[src/rtl/load_store_unit.sv]
// RV32I load/store unit: one outstanding request, word-aligned bus with byte strobes,
// lane extraction/extension of load data, and a registered completion port.
module load_store_unit #(
    parameter int WIDTH = 32
) (
    input  logic             clk,
    input  logic             rst_n,
    input  logic             req_valid,
    output logic             req_ready,
    input  logic             req_store,
    input  logic [2:0]       req_funct3,
    input  logic [WIDTH-1:0] req_addr,
    input  logic [WIDTH-1:0] req_wdata,
    input  logic [4:0]       req_rd,
    output logic             mem_valid,
    input  logic             mem_ready,
    output logic             mem_we,
    output logic [WIDTH-1:0] mem_addr,
    output logic [3:0]       mem_wstrb,
    output logic [WIDTH-1:0] mem_wdata,
    input  logic             mem_rvalid,
    input  logic [WIDTH-1:0] mem_rdata,
    output logic             resp_valid,
    input  logic             resp_ready,
    output logic [WIDTH-1:0] resp_data,
    output logic [4:0]       resp_rd,
    output logic             resp_err
);

    typedef enum logic [1:0] {
        IDLE = 2'd0,
        BUS  = 2'd1,
        WAIT = 2'd2,
        RESP = 2'd3
    } state_t;

    state_t           state;
    state_t           state_next;
    logic             armed;
    logic             accept;
    logic             illegal;
    logic [3:0]       store_strb;
    logic [WIDTH-1:0] store_data;
    logic [2:0]       ld_funct3;
    logic [1:0]       ld_off;
    logic [WIDTH-1:0] lane_shift;
    logic [7:0]       lane_byte;
    logic [15:0]      lane_half;
    logic [WIDTH-1:0] load_data;

    // Handshakes: a transfer happens on any rising edge where valid && ready.
    // Once raised, mem_valid and resp_valid stay high with stable payload until taken.
    assign req_ready  = armed && (state == IDLE);
    assign mem_valid  = (state == BUS);
    assign resp_valid = (state == RESP);
    assign accept     = req_valid && req_ready;

    always_comb begin
        illegal = 1'b0;
        if (req_store) begin
            if (req_funct3 > 3'b010) illegal = 1'b1;
        end else if (req_funct3 == 3'b011 || req_funct3 == 3'b110 || req_funct3 == 3'b111) begin
            illegal = 1'b1;
        end
        if (req_funct3[1:0] == 2'b01 && req_addr[0]) illegal = 1'b1;
        if (req_funct3[1:0] == 2'b10 && req_addr[1:0] != 2'b00) illegal = 1'b1;
    end

    always_comb begin
        store_strb = 4'b1111;
        store_data = req_wdata;
        case (req_funct3[1:0])
            2'b00: begin
                store_strb = 4'b0001 << req_addr[1:0];
                store_data = {4{req_wdata[7:0]}};
            end
            2'b01: begin
                store_strb = 4'b0011 << {req_addr[1], 1'b0};
                store_data = {2{req_wdata[15:0]}};
            end
            default: ;
        endcase
    end

    // Lane selection uses the offset latched at accept, not the live request.
    always_comb begin
        lane_shift = mem_rdata >> {ld_off, 3'b000};
        lane_byte  = lane_shift[7:0];
        lane_half  = ld_off[1] ? mem_rdata[31:16] : mem_rdata[15:0];
        case (ld_funct3)
            3'b000:  load_data = {{24{lane_byte[7]}}, lane_byte};
            3'b100:  load_data = {24'd0, lane_byte};
            3'b001:  load_data = {{16{lane_half[15]}}, lane_half};
            3'b101:  load_data = {16'd0, lane_half};
            default: load_data = mem_rdata;
        endcase
    end

    always_comb begin
        state_next = state;
        case (state)
            IDLE: if (accept) state_next = illegal ? RESP : BUS;
            BUS:  if (mem_ready) state_next = mem_we ? RESP : WAIT;
            WAIT: if (mem_rvalid) state_next = RESP;
            RESP: if (resp_ready) state_next = IDLE;
            default: state_next = IDLE;
        endcase
    end

    always_ff @(posedge clk or negedge rst_n) begin
        if (!rst_n) begin
            state <= IDLE;
            armed <= 1'b0;
        end else begin
            state <= state_next;
            armed <= 1'b1;
        end
    end

    always_ff @(posedge clk or negedge rst_n) begin
        if (!rst_n) begin
            mem_we    <= 1'b0;
            mem_addr  <= '0;
            mem_wstrb <= 4'd0;
            mem_wdata <= '0;
            resp_data <= '0;
            resp_rd   <= 5'd0;
            resp_err  <= 1'b0;
            ld_funct3 <= 3'd0;
            ld_off    <= 2'd0;
        end else if (accept) begin
            mem_we    <= req_store;
            mem_addr  <= {req_addr[WIDTH-1:2], 2'b00};
            mem_wstrb <= req_store ? store_strb : 4'd0;
            mem_wdata <= req_store ? store_data : '0;
            resp_data <= '0;
            resp_rd   <= req_store ? 5'd0 : req_rd;
            resp_err  <= illegal;
            ld_funct3 <= req_funct3;
            ld_off    <= req_addr[1:0];
        end else if (state == WAIT && mem_rvalid) begin
            resp_data <= load_data;
        end
    end

endmodule

[config.mk]
export PLATFORM = sky130hd
export DESIGN_NAME = load_store_unit
export DESIGN_NICKNAME = d
export VERILOG_FILES = /design/src/rtl/load_store_unit.sv
export SDC_FILE = /design/constraint.sdc
export NUM_CORES = 1
export LEC_CHECK = 0
export ABC_AREA = 1
export BUFFER_PORTS_ARGS = -buffer_cell sky130_fd_sc_hd__clkbuf_2
export CAP_MARGIN = 10
export CELL_PAD_IN_SITES_DETAIL_PLACEMENT = 1
export CELL_PAD_IN_SITES_GLOBAL_PLACEMENT = 1
export CORE_MARGIN = 1
export CORE_UTILIZATION = 31
export CTS_CLUSTER_DIAMETER = 60
export DETAILED_ROUTE_END_ITERATION = 10
export PLACE_DENSITY_LB_ADDON = 0.1
export SLEW_MARGIN = 20
export SYNTH_ARGS = -nofsm -noshare
export SYNTH_HDL_FRONTEND = slang
export SYNTH_SLANG_ARGS = --single-unit
[constraint.sdc]
create_clock -name clk -period 1.5 [get_ports clk]
set_input_delay 0.3 -clock clk [delete_from_list [all_inputs] [get_ports clk]]
set_output_delay 0.3 -clock clk [all_outputs]
set_load 0.02 [all_outputs]
# Word level (Yosys, flattened, before mapping)
# Index checks and enable logic that the tools add are counted.
# word_totals
ff_bits	113
input_bits	111
out_inout_bits	110
elab_cells	64
# classes
magnitude_cmp	1
n_eq_ne	15
shifts	3
mux	21
reduce_logical	13
# op_table
op	count
32-bit one-hot mux with 4 select lines	1
32-bit 2-to-1 mux	3
32-bit one-hot mux with 2 select lines	1
32-bit by 5-bit >> shifter with 8-bit output	1
16-bit 2-to-1 mux	1
3-bit == test, second input constant	4
2-bit 2-to-1 mux	5
2-bit one-hot mux with 4 select lines	1
4-bit one-hot mux with 2 select lines	1
2-bit == test, second input constant	3
1-bit 2-to-1 mux	6
1-bit logical AND	5
5-bit 2-to-1 mux	1
2-bit by 1-bit == test with 1-bit output, second input constant	2
2-bit zero test	2
4-bit 2-to-1 mux	1
2-bit by 1-bit != test with 1-bit output, second input constant	2
2-bit != test, second input constant	2
4-bit AND reduction	1
2-bit nonzero test	2
1-bit by 2-bit left shift with 4-bit output, first input constant	1
2-bit by 2-bit left shift with 4-bit output, first input constant	1
3-bit by 1-bit == test with 1-bit output, second input constant	1
3-bit by 2-bit == test with 1-bit output, second input constant	1
3 further kinds	4

# Longest topological paths before layout
# Gate-level depths: netlist (run 1).
# depth
word_depth	10
depth_mapped	10
mapped_depth_nobuf	10

# Least setup slack after synthesis (run 1)
# OpenSTA, ideal clock, no wires.
# synth_path
kind	register to register
startpoint	register state[0]
endpoint	register resp_data[19]
setup_ns	0.116
t_arrival_ns	1.345
required_time_ns	1.384
path_slack_ns	0.039
path_stages_with_launch	9
n_path_buf	1
period_less_slack_ns	1.461
cell_sequence	dfrtp_1 > inv_1 > ha_1 > nand3_4 > nand2_2 > buf_2 > a21oi_1 > nand2_1 > nand2_1
# synth_between
elab_chain_cells	4
word_cells_on_any_way	7
cone_classes	eq/ne (1); mux (1); reduce/logical (5)
# synth_rtl
item	line_no	text
start, declared	37	state_t state;
start signal, assigned	115	state <= state_next;
2-bit zero test	53	assign req_ready = armed && (state == IDLE);
1-bit logical AND	53	
1-bit logical AND	56	assign accept = req_valid && req_ready;
32-bit 2-to-1 mux / 2-bit nonzero test (equally long branches)	-	
end signal, assigned	142	resp_data <= load_data;
end, declared	25	output logic [WIDTH-1:0] resp_data,
# Several ways; a longest one is shown, not always the timed one.
# A chain may end at the register's enable or synchronous reset.

# Worst setup path after layout (run 1)
# layout_path
startpoint	register state[0]
endpoint	output req_ready
# layout_between
elab_chain_cells	2
# layout_rtl
item	line_no	text
2-bit zero test	53	
1-bit logical AND	53	
end, declared	9	output logic req_ready,
# Every way passes these cells.

==> results of run 1 <==
## how the worst max path moves through the flow
stage / from / end
2_1_floorplan: state[0] / resp_data[19]
3_3_place_gp: state[0] / mem_wdata[8]
3_5_place_dp: state[0] / mem_wdata[9]
4_1_cts: state[1] / req_ready
5_1_grt: state[0] / resp_data[7]
6_report: state[0] / req_ready
## kinds of logic after synthesis
logic type,count (synthesis)
other,2
buffers and inverters,96
AND/OR/NAND/NOR,450
AO/OA/AOI/OAI,87
adder cells (fa/ha/maj),5
flip-flops,113
## area by class of cell
cell class	count	share of cell area, %
sequential	113	34.06
multi-input combinational	547	30.79
timing repair buffer	264	21.40
clock buffer	17	5.124
inverter	61	3.029
tap	225	3.391
clock inverter	15	2.200
## registers in the layout, summed over array words and instances (netlist names)
| register | count |
|---|---|
| armed | 1 |
| state | 2 |
| ld_funct3 | 3 |
| mem_we | 1 |
| resp_rd | 5 |
| mem_wdata | 32 |
| resp_err | 1 |
| ld_off | 2 |
| resp_data | 32 |
| mem_addr | 30 |
| mem_wstrb | 4 |
## layer usage
layer  global-route usage (%)  up-vias  wire length (um)
met5                        0        -                 0
met4                    7.407        0               275
met3                    6.786       19              1287
met2                    38.97      153             10440
met1                    27.69     2846              9143
li1                         -     2830                 -
## critical path, cell delays in order, from the launching register on
cell and delay [ns]:
sky130_fd_sc_hd__dfrtp_1 0.39, sky130_fd_sc_hd__inv_2 0.10, sky130_fd_sc_hd__ha_4 0.16, sky130_fd_sc_hd__buf_6 0.09, sky130_fd_sc_hd__nand2_2 0.05, sky130_fd_sc_hd__inv_2 0.06
sky130_fd_sc_hd__buf_8 0.10
## report_power, final
group          internal (mW)  total (mW)  leakage [nW]  switching, mW
Combinational           3.16        8.53          2.99           5.37
Clock                   2.62        4.20         0.286           1.58
Sequential              4.34        5.16          1.45          0.815
Total                   10.1        17.9          4.73           7.77
## per-stage QoR
step	util (%)	area [um^2]	total power [mW]
after global placement	40.33	7024	12.43
after global routing	47.67	8302	19.08
after floorplan	-	5580	9.691
after CTS	46.35	8073	17.66
after detailed placement	40.33	7024	12.53
final	47.67	8302	17.89
## what timing repair did
action / CTS / global route
hold buffers: 1 / 0
pin swaps: 8 / 11
setup endpoints to repair: 60 / 114
hold endpoints to repair: 113 / 0
cloned: 7 / 6
setup buffers: 7 / 4
resized for setup: 53 / 49
## cell usage in the layout (no fill, tap or decap), types with 18 or more instances in the layout
cell	instances
sky130_fd_sc_hd__nand3_1	26
sky130_fd_sc_hd__dfrtp_1	113
sky130_fd_sc_hd__clkbuf_2	214
sky130_fd_sc_hd__inv_1	50
sky130_fd_sc_hd__buf_4	22
sky130_fd_sc_hd__nor2_1	53
sky130_fd_sc_hd__a21oi_2	18
sky130_fd_sc_hd__nand2_1	338
sky130_fd_sc_hd__o21ai_0	26
sky130_fd_sc_hd__clkbuf_16	21
==> run summary, run 1 <==
For this run the aggregate overflow at the end of global routing stands at 0. The count of standard-cell rows came out at 48. The power density normalized to cell area is approximately 2200 mW/mm^2. Of all nets on the critical path, the largest fanout is 3.

The count of vias placed by the detailed router is 5,848. The first routing iteration left 251 violations. The actual transition at the worst max-transition pin is 0.6259 ns. After detailed routing, the number of vias per cell comes to 4.709. The number of clock sinks seen by CTS is 113.

The first-pass GRT wire length is 32.33 mm. During synthesis, Yosys emitted a total of 0 warnings. The top cell type by area accounts for 50.71% of the synthesized area.

The tightest hold margin is 0.06766 ns. By count the netlist is led by sky130_fd_sc_hd__nand2_1, sky130_fd_sc_hd__dfrtp_1, sky130_fd_sc_hd__nor2_1. In this run the standard cell core region covers 0.01742 mm^2. The worst hold path was traced through 3 stages. The global routing usage summed across all routing layers is 22.96%.

The number of max-slew violations in the final report came out at 0. The capturing point of the worst reg2reg path is resp_data[7]. TritonCTS built the clock tree.

The synthesized netlist devotes 8.324% of its cell area to compound gates. The time the final worst path needs with I/O delays and setup is around 1.7 ns. The netlist area before placement came out at 0.005577 mm^2. The number of endpoints with negative hold slack in the final report is 0. The hold path startpoint is req_addr[10]. The width of the die came out at 136.1 um. The sequential area share after synthesis came out at between 50% and 60%. The floorplan step defined a die boundary enclosing approximately 0.019 mm^2. The worst register-to-register path has a depth of 11. Setup repair after global routing could not meet its margin everywhere. The depth of the CTS H-tree came out at 4. The fraction of final layout cells with drive strength greater than 1 came out at 35.69%.

The adder-cell share of the synthesized area is 1.122%. The starting density of the core is 32.02%. The final critical-path setup slack came out at -0.1724 ns. Yosys mapped a number of flops with a built-in enable equal to 0. Clock-pin slew was measured on the worst setup and hold paths at 0.06 ns. After synthesis, the largest family of logic cells by area is simple AND/OR/NAND/NOR gates. The latest clock arrival within the worst-skew pair came out at 0.42 ns.

The final setup TNS is -8.800 ns. The buffer levels on the longest clock path came out at 2. After detailed routing, the number of remaining DRC violations is 0.

Based on the critical path, the design can be clocked at up to 0.5979 GHz. After Yosys synthesis, XOR and XNOR cells account for 0% of the synthesized area. The final worst-path cycle share is 111.5%. Between clock sinks in the finished design, the worst skew comes to ~0.0086 ns. The number of detailed-route iterations in the first pass came out at 4. The flow ran to the end, but the final reports show violations.

At the worst endpoint, the arrival time is 1.37 ns. The congestion estimate from routability-driven global placement came to 0.8092. The port buffer count came out at 218. The floorplan die height came out at roughly 140 um. The number of cells after detailed placement came out at 1,187. Among all cell types in the netlist, the one instantiated most often is sky130_fd_sc_hd__nand2_1. The non-filler instance count after layout came out at 1,242. The number of top-level design ports came out at 221. Wires add up to 21.15 mm. The clock root buffer is sky130_fd_sc_hd__clkbuf_16. The reg-to-reg setup timing slack came out at -0.15 ns. The cell accounting for the most synthesized area is sky130_fd_sc_hd__dfrtp_1.

The worst vdd rail ir drop is 0.8894 mV. The signed area change from the synthesized netlist to the final layout is 48.87%. The most used flip-flop cell after synthesis is sky130_fd_sc_hd__dfrtp_1. The final routed wire length divided by cell count is 17.02 um. The normalized max-slew margin came out at between 50 and 60%.

The number of buffers inserted during clock tree synthesis came out at 17. The setup-violating endpoint count in the final report came out at roughly 110. The post-synthesis simple-gate area fraction came out at 32.13%.

STA classifies the critical path endpoint as an output pin. In this run the remaining antenna-violating nets after routing total 0. Summed over all nets, the half-perimeter wirelength after detailed placement is 13.71 mm. The synthesized netlist contains 27 unique library cells. The number of antenna violations at the first check in global routing came to 0. The launching point of the worst reg2reg path is state[0]. The worst slack at placement came out at -0.1696 ns.

In this run the worst hold path is classified as in2reg. The checks that failed: setup timing. Fill cells in the final layout number 2,155. The destination of the worst hold path is mem_addr[10]. The synthesized area per cell is 7.406 um^2. The type of the worst setup path is reg2out. Counting flops and latches in the post-synthesis netlist gives 113. The required time at the endpoint of the critical path is 1.20 ns. By area the synthesized netlist is led by sky130_fd_sc_hd__dfrtp_1, sky130_fd_sc_hd__nand2_1, sky130_fd_sc_hd__nor2_1. Entering global routing, the biggest net connects 67 pins. The area taken by flip-flops and latches came out at 0.002828 mm^2. The leakage power is 4.726 nW. The number of standard cells after synthesis came out at 753. The multi-input combinational cell area is 0.002556 mm^2.

Counting flops with an async set or reset pin after synthesis yields a share of 100.0%. The max-cap violation count is 0. The post-synthesis mux area share came out at 0%. The count of inserted antenna diode cells came out at 0. The via count of the first global-routing pass is 6,132. The number of nets in the layout is 1,120. STA classifies the critical path startpoint as a flop.
No activity file was read; power rests on OpenSTA's default activity.
==> run 2: changes to the inputs <==
--- a/config.mk
+++ b/config.mk
@@ -5,13 +5,12 @@
 export SDC_FILE = /design/constraint.sdc
 export NUM_CORES = 1
 export LEC_CHECK = 0
-export ABC_AREA = 1
 export BUFFER_PORTS_ARGS = -buffer_cell sky130_fd_sc_hd__clkbuf_2
 export CAP_MARGIN = 10
 export CELL_PAD_IN_SITES_DETAIL_PLACEMENT = 1
 export CELL_PAD_IN_SITES_GLOBAL_PLACEMENT = 1
 export CORE_MARGIN = 1
-export CORE_UTILIZATION = 31
+export CORE_UTILIZATION = 32
 export CTS_CLUSTER_DIAMETER = 60
 export DETAILED_ROUTE_END_ITERATION = 10
 export PLACE_DENSITY_LB_ADDON = 0.1
==> run 2 against run 1 <==
The run still ends with setup timing left. Count of clock-buffer cells in the layout rose by 4. Synthesized cell count fell by 25%. Synthesized area fell by 3.7%. Maximum frequency fell by 4.0%. Critical endpoint is now state[0].
==> run summary, run 2 <==
Result of the run: finished, violations left (unchanged). Violated checks: setup timing (unchanged). The latest clock arrival within the worst-skew pair is 0.42 ns (about the same). The number of antenna violations at the first check in global routing was 0 (unchanged). The most used flip-flop cell after synthesis is sky130_fd_sc_hd__dfrtp_1 (unchanged).

The clock skew after layout came to 0.006450 ns (was 0.008562 ns). The first-pass GRT wire length is 32.41 mm (was 32.33 mm). The synthesis-stage register bit count is 113 (unchanged). The count of unique library cells instantiated by Yosys came to 44 (was 27). The total number of yosys warnings came out at 0 (unchanged).

The capturing point of the worst reg2reg path was state[0] (was resp_data[7]). The launching point of the worst reg2reg path is state[1] (was state[0]). The total core area is 0.01612 mm^2 (was 0.01742 mm^2). The iteration-0 DRC count of the detailed router is 175 (was 251).

The time the final worst path needs with I/O delays and setup came out at 1.742 ns (was 1.672 ns). The final worst-path cycle share was 116.2% (was 111.5%). The cell accounting for the most synthesized area is sky130_fd_sc_hd__dfrtp_1 (unchanged). The worst vdd rail ir drop came out at 0.8726 mV (was 0.8894 mV). The buffer levels on the longest clock path was 2 (unchanged).

The power density normalized to cell area is 2094 mW/mm^2 (was 2155 mW/mm^2). The count of cells along the worst register-to-register path was 7 (was 11). The detail-routed via count per cell is 5.111 (was 4.709).

The most frequent standard cell in the layout excluding fill and tap cells is sky130_fd_sc_hd__clkbuf_2 (was sky130_fd_sc_hd__nand2_1). The required time at the endpoint of the critical path was 1.82 ns (was 1.20 ns). The number of inserted filler cells in the final layout is 1,751 (was 2,155). The maximum clock frequency is 0.5739 GHz (was 0.5979 GHz).

The setup-violating endpoint count in the final report came out at 115 (was 114). Cells taking the most area after synthesis: sky130_fd_sc_hd__dfrtp_1, sky130_fd_sc_hd__nand2_1, sky130_fd_sc_hd__a221o_1 (was sky130_fd_sc_hd__dfrtp_1, sky130_fd_sc_hd__nand2_1, sky130_fd_sc_hd__nor2_1). The hold path startpoint is req_addr[19] (was req_addr[10]). The pin count of the biggest net entering global routing came out at 37 (was 67). The worst slack at placement was -0.2580 ns (was -0.1696 ns). The signed area change from the synthesized netlist to the final layout is 76.98% (was 48.87%).

The netlist area before placement is 0.005370 mm^2 (was 0.005577 mm^2). The number of standard cells after synthesis is 563 (was 753). The fraction of final layout cells with drive strength greater than 1 came out at 61.18% (was 35.69%).

The depth of the CTS H-tree is 4 (unchanged). The count of inserted antenna diode cells came to 0 (unchanged). The destination of the worst hold path is mem_addr[19] (was mem_addr[10]).

The hold path depth is 3 (unchanged). The sequential area share after synthesis is 52.66% (was 50.71%). The count of vias placed by the detailed router came to 5,515 (was 5,848). The actual transition at the worst max-transition pin is 0.7312 ns (was 0.6259 ns). The async set or reset register ratio after synthesis was 100.0% (unchanged). The critical-path maximum fanout came out at 4 (was 3). The total wire length after detailed routing came to 22.10 mm (was 21.15 mm). The type of destination of the critical path was a flop (was output pin). The area fraction of the dominant cell type after synthesis came out at 52.66% (was 50.71%).

The reg-to-reg setup timing slack is -0.24 ns (was -0.15 ns). The dominant cell by count in the synthesized netlist is sky130_fd_sc_hd__nand2_1 (unchanged). The synthesized area per cell is 9.538 um^2 (was 7.406 um^2).

The final critical-path setup slack came out at -0.2424 ns (was -0.1724 ns). The count of standard-cell rows is 46 (was 48). The clock root buffer is sky130_fd_sc_hd__clkbuf_16 (unchanged). The via count of the first global-routing pass came out at 5,833 (was 6,132). The clock tree from TritonCTS was done (unchanged).

The final routed wire length divided by cell count came out at 20.49 um (was 17.02 um). The leakage power came out at 4.785 nW (was 4.726 nW). The global routing usage summed across all routing layers came out at 24.11% (was 22.96%). The normalized max-slew margin is 50.74% (was 58.12%).

The port buffer count was 218 (unchanged). Setup repair after global routing missed its margin: yes (unchanged). Registers with the most flip-flops: mem_wdata x32, resp_data x32, mem_addr x30 (unchanged).

The max-cap violation count is 0 (unchanged). The number of nets with antenna violations after routing came out at 0 (unchanged). The number of endpoints with negative hold slack in the final report is 0 (unchanged). The number of top-level design ports is 221 (unchanged). The type of the worst setup path is reg2reg (was reg2out). The total congestion overflow after global routing came out at 0 (unchanged).

The number of buffers inserted during clock tree synthesis is 17 (unchanged). Most frequent cells after synthesis: sky130_fd_sc_hd__nand2_1, sky130_fd_sc_hd__dfrtp_1, sky130_fd_sc_hd__o21ai_0 (was sky130_fd_sc_hd__nand2_1, sky130_fd_sc_hd__dfrtp_1, sky130_fd_sc_hd__nor2_1). The number of nets in the layout is 966 (was 1,120).

The number of clock sinks seen by CTS is 113 (unchanged). The class of the tightest hold or removal check is in2reg (unchanged). The starting density of the core came out at 33.32% (was 32.02%). The CTS clock-pin slew for the worst setup and hold paths came to 0.06 ns (about the same). The floorplan die height is 131.5 um (was 136.1 um). The final RePlAce weighted congestion came out at 0.7849 (was 0.8092).

The number of remaining DRC errors came out at 0 (unchanged). The number of detailed-route iterations in the first pass came out at 4 (unchanged). The number of max-slew violations in the final report came out at 0 (unchanged). Commonest cells after routing, fill and taps aside: sky130_fd_sc_hd__clkbuf_2, sky130_fd_sc_hd__dfrtp_1, sky130_fd_sc_hd__nand2_1 (was sky130_fd_sc_hd__nand2_1, sky130_fd_sc_hd__clkbuf_2, sky130_fd_sc_hd__dfrtp_1).

The area enclosed by the die boundary is 0.01730 mm^2 (was 0.01853 mm^2). The detailed placement HPWL came to 13.36 mm (was 13.71 mm). The width of the die came out at 131.5 um (was 136.1 um). The critical path launch point type is a flop (unchanged).

The arrival time of the worst setup path is 2.07 ns (was 1.37 ns). The power consumption is 19.90 mW (was 17.89 mW). The number of enable-type register cells in the synthesized netlist came to 0 (unchanged).
run 2: cell type report:
type                            instances  area (um^2)  share of cell area [%]
Multi-Input combinational cell        400         3323                   34.97
Timing Repair Buffer                  310         2442                   25.70
Tap cell                              216        270.3                   2.844
Clock inverter                         11        135.1                   1.422
Sequential cell                       113         2830                   29.78
Inverter                                8        32.53                  0.3423
Clock buffer                           21        470.5                   4.950
run 2: worst max-delay path, cell delays in order, from the launching register on:
cell	delay (ns)
sky130_fd_sc_hd__dfrtp_2	0.46
sky130_fd_sc_hd__inv_4	0.09
sky130_fd_sc_hd__ha_4	0.17
sky130_fd_sc_hd__buf_6	0.10
sky130_fd_sc_hd__nand3_4	0.10
sky130_fd_sc_hd__a2111oi_4	0.36
sky130_fd_sc_hd__o21ai_1	0.14
sky130_fd_sc_hd__a22oi_1	0.22
run 2: cells by family (layout without fill, tap and decap cells):
group                      after synthesis  in the layout  share of synthesized area (%)
adders and majority gates                5              5                          1.165
buffers and inverters                   51            350                          4.147
and+or+nand+nor                        248            248                          20.08
AOI/OAI and AO/OA                      119            119                          16.03
other                                    2              3                         0.1398
muxes                                   25             25                          5.778
DFF                                    113            113                          52.66
run 2: timing repair:
action,4_1_cts,5_1_grt
hold buffers,1,0
gates cloned,9,9
pin swaps,40,93
endpoints found under the setup margin,107,115
hold endpoints to repair,22,0
setup buffers,15,10
resized for setup,133,204
run 2: how the worst max path moves through the flow:
stage	startpoint	endpoint	slack, ns	cells past startpoint
final	state[1]	state[0]	-0.24	7
after global routing	state[1]	state[0]	-0.32	7
after CTS	state[1]	mem_valid	-0.23	5
after detailed placement	state[1]	state[0]	-0.26	7
after global placement	ld_off[1]	resp_data[15]	-0.20	5
after floorplan	state[0]	resp_data[22]	-0.21	7
run 2: through the flow:
stage          utilization, %  area, um^2  setup TNS, ns  cells  hold WS, ns
2_1_floorplan               -        5443         -5.764    564     0.004409
3_3_place_gp            44.20        7123         -8.534   1009       0.2483
3_5_place_dp            44.20        7123         -13.42   1009       0.2578
4_1_cts                 53.59        8636         -12.85   1066      0.06620
5_1_grt                 58.98        9504         -23.53   1079      0.08245
6_report                58.98        9504         -17.22   1079      0.08518
run 2: where the power goes:
group	internal, mW	switching (mW)
clock	2.72	1.48
sequential	4.48	1.19
combinational	4.39	5.65
run 2: per-layer routing:
metal,global-route usage [%],share of wire (%),vias to the layer above
li1,-,-,2523
met1,28.88,41,2786
met2,41.50,51,176
met3,6.173,5.6,30
met4,8.721,1.6,0
met5,0,0,-
==> run 3: changes to the inputs <==
--- a/config.mk
+++ b/config.mk
@@ -14,6 +14,7 @@
 export CTS_CLUSTER_DIAMETER = 60
 export DETAILED_ROUTE_END_ITERATION = 10
 export PLACE_DENSITY_LB_ADDON = 0.1
+export REMOVE_ABC_BUFFERS = 1
 export SLEW_MARGIN = 20
 export SYNTH_ARGS = -nofsm -noshare
 export SYNTH_HDL_FRONTEND = slang
==> run 3 against run 2 <==
The run still ends with setup timing left. Critical path depth unchanged. Hold slack got worse by 0.021 ns. Sequential power decreased by 4.4%. Core utilization decreased by 6.6 points. Largest cell class is now sequential cells. Global-route usage decreased by 0.11 points. Largest power group unchanged. Die area unchanged. Via count decreased by 0.62%. Worst setup slack got worse by 0.13 ns. Cell area decreased by 11%. Power decreased by 8.4%. Sequential share of layout area increased by 3.7 points.
==> run summary, run 3 (synthesis results as in run 2) <==
Result of the run: finished, violations left (unchanged). Violated checks: setup timing (unchanged). The final non-filler cell area is 0.008442 mm^2 (was 0.009504 mm^2).

The type of destination of the critical path was a flop (unchanged). The final RePlAce weighted congestion is 0.7812 (was 0.7849). The width of the die came out at 131.5 um (unchanged). The starting density of the core came out at 33.32% (unchanged). The first-pass GRT wire length is 32.33 mm (was 32.41 mm).

The number of top-level design ports was 221 (unchanged). The total wire length after detailed routing came to 20.39 mm (was 22.10 mm). The count of vias placed by the detailed router came to 5,481 (was 5,515). The critical path's top delay family is simple AND/OR/NAND/NOR gates (was compound AO/OA/AOI/OAI gates). The signed area change from the synthesized netlist to the final layout is 57.20% (was 76.98%).

The maximum clock frequency came out at 0.5347 GHz (was 0.5739 GHz). The total congestion overflow after global routing is 0 (unchanged). The CTS clock-pin slew for the worst setup and hold paths came out at 0.06 ns (about the same). The number of nets with antenna violations after routing came out at 0 (unchanged). The worst vdd rail ir drop is 1.142 mV (was 0.8726 mV). The delay of the slowest critical-path stage is 0.37 ns (was 0.46 ns). The final setup TNS is -16.59 ns (was -17.22 ns).

The clock root buffer was sky130_fd_sc_hd__clkbuf_16 (unchanged). The arrival time of the worst setup path came to 2.23 ns (was 2.07 ns). The total buffers and inverters traversed by the critical path came out at 2 (unchanged). The number of buffers inserted during clock tree synthesis is 17 (unchanged). Ordered cell list for the critical path: inv_2 > ha_4 > and3_4 > a2111oi_4 > nor3b_4 > buf_6 > a221o_1 (was inv_4 > ha_4 > buf_6 > nand3_4 > a2111oi_4 > o21ai_1 > a22oi_1). The class of the tightest hold or removal check is in2reg (unchanged).

Commonest cells after routing, fill and taps aside: sky130_fd_sc_hd__clkbuf_2, sky130_fd_sc_hd__nand2_1, sky130_fd_sc_hd__dfrtp_1 (was sky130_fd_sc_hd__clkbuf_2, sky130_fd_sc_hd__dfrtp_1, sky130_fd_sc_hd__nand2_1). The final routed wire length divided by cell count is 19.02 um (was 20.49 um). The clock skew after layout is 0.006275 ns (was 0.006450 ns).

The final worst-path cycle share came out at 124.7% (was 116.2%). The critical-path maximum fanout came to 5 (was 4). The total core area was 0.01612 mm^2 (unchanged). The number of nets in the layout came out at 959 (was 966). The number of antenna violations at the first check in global routing is 0 (unchanged).

The leakage power came out at 4.319 nW (was 4.785 nW). The detail-routed via count per cell came out at 5.113 (was 5.111). The non-filler instance count after layout was 1,072 (was 1,079).

Setup repair after global routing missed its margin: yes (unchanged). The type of the worst setup path is reg2reg (unchanged). The pin count of the biggest net entering global routing is 32 (was 37). The max-cap violation count was 0 (unchanged). The final critical-path setup slack was -0.3702 ns (was -0.2424 ns). The area enclosed by the die boundary is 0.01730 mm^2 (unchanged). The latest clock arrival within the worst-skew pair came out at 0.42 ns (about the same).

The most frequent standard cell in the layout excluding fill and tap cells is sky130_fd_sc_hd__clkbuf_2 (unchanged). The buffer levels on the longest clock path came out at 2 (unchanged). The iteration-0 DRC count of the detailed router came out at 293 (was 175). The number of endpoints with negative hold slack in the final report is 0 (unchanged). The count of standard-cell rows is 46 (unchanged). The number of max-slew violations in the final report came to 0 (unchanged).

The area of placed instances is 0.007113 mm^2 (was 0.007123 mm^2). The power density normalized to cell area was 2159 mW/mm^2 (was 2094 mW/mm^2). The number of cells after detailed placement is 1,015 (was 1,009). The via count of the first global-routing pass came out at 5,896 (was 5,833). The number of clock sinks seen by CTS came out at 113 (unchanged).

Registers with the most flip-flops: mem_wdata x32, resp_data x32, mem_addr x30 (unchanged). The depth of the CTS H-tree is 4 (unchanged). The critical-path cell with the highest stage delay is sky130_fd_sc_hd__dfrtp_1 (was sky130_fd_sc_hd__dfrtp_2).

The floorplan die height came out at 131.5 um (unchanged). The normalized max-slew margin is 53.18% (was 50.74%). The actual transition at the worst max-transition pin came out at 0.6950 ns (was 0.7312 ns). The number of detailed-route iterations in the first pass is 5 (was 4).

The critical path launch point type is a flop (unchanged). The required time at the endpoint of the critical path came to 1.86 ns (was 1.82 ns). The fraction of final layout cells with drive strength greater than 1 was 46.38% (was 61.18%). The port buffer count came out at 218 (unchanged).

The detailed placement HPWL is 13.48 mm (was 13.36 mm). The time the final worst path needs with I/O delays and setup came out at 1.870 ns (was 1.742 ns). The count of inserted antenna diode cells is 0 (unchanged). The clock tree from TritonCTS was done (unchanged). The setup-violating endpoint count in the final report came out at 107 (was 115). The number of remaining DRC errors came out at 0 (unchanged).

The global routing usage summed across all routing layers came out at 23.99% (was 24.11%).
-- run 3: metrics by stage --
step	hold slack (ns)	power, mW	worst slack (ns)	util [%]
floorplan	0.004409	9.597	-2.298	-
global placement	0.2712	12.70	-0.2913	44.14
detailed placement	0.2770	12.97	-0.3810	44.14
CTS	0.05230	17.87	-0.3192	50.85
global route	0.06732	19.28	-0.4361	52.38
finish	0.06439	18.23	-0.3702	52.38
-- run 3: power by group --
group / total [mW] / internal, mW / switching [mW]
sequential: 5.42 / 4.47 / 0.946
clock: 3.89 / 2.28 / 1.60
combinational: 8.92 / 3.75 / 5.17
total: 18.2 / 10.5 / 7.72
-- run 3: worst paths after layout --
path | start | endpoint | slack (ns) | cells past startpoint
worst max register to register | state[1] | resp_data[18] | -0.37 | 7
worst min-delay path | req_addr[27] | mem_addr[27] | 0.06 | 3
min in group asynchronous | rst_n | resp_data[5] | 0.37 | 2
worst max-delay path | state[1] | resp_data[18] | -0.37 | 7
worst min register to register | resp_rd[1] | resp_rd[1] | 0.47 | 2
max in group asynchronous | rst_n | mem_wdata[0] | 0.60 | 3
-- run 3: routing by layer --
layer	GRT usage (%)	vias to the layer above	share of wire, %
li1	-	2497	-
met1	27.98	2744	40
met2	41.30	202	51
met3	7.099	38	6.9
met4	9.109	0	2.4
met5	0	-	0
-- run 3: layout make-up --
cell class | count | area (um^2)
clock buffers | 17 | 425.4
clock inverters | 15 | 138.9
fillers | 1844 | 7674
inverters | 8 | 30.03
multi-input cells | 400 | 2616
flip-flops and latches | 113 | 2828
well taps | 216 | 270.3
repair buffers | 303 | 2133
-- run 3: tightest hold or removal path: stages --
cell and delay, ns:
sky130_fd_sc_hd__clkbuf_2 0.08, sky130_fd_sc_hd__nand2_1 0.04, sky130_fd_sc_hd__nand2_1 0.04
-- run 3: what timing repair did --
item	CTS	global route
hold buffers	1	0
gates cloned	7	3
buffers inserted	8	7
resized for setup	88	43
setup endpoints to repair	109	114
pin swaps	11	9
hold endpoints to repair	25	0
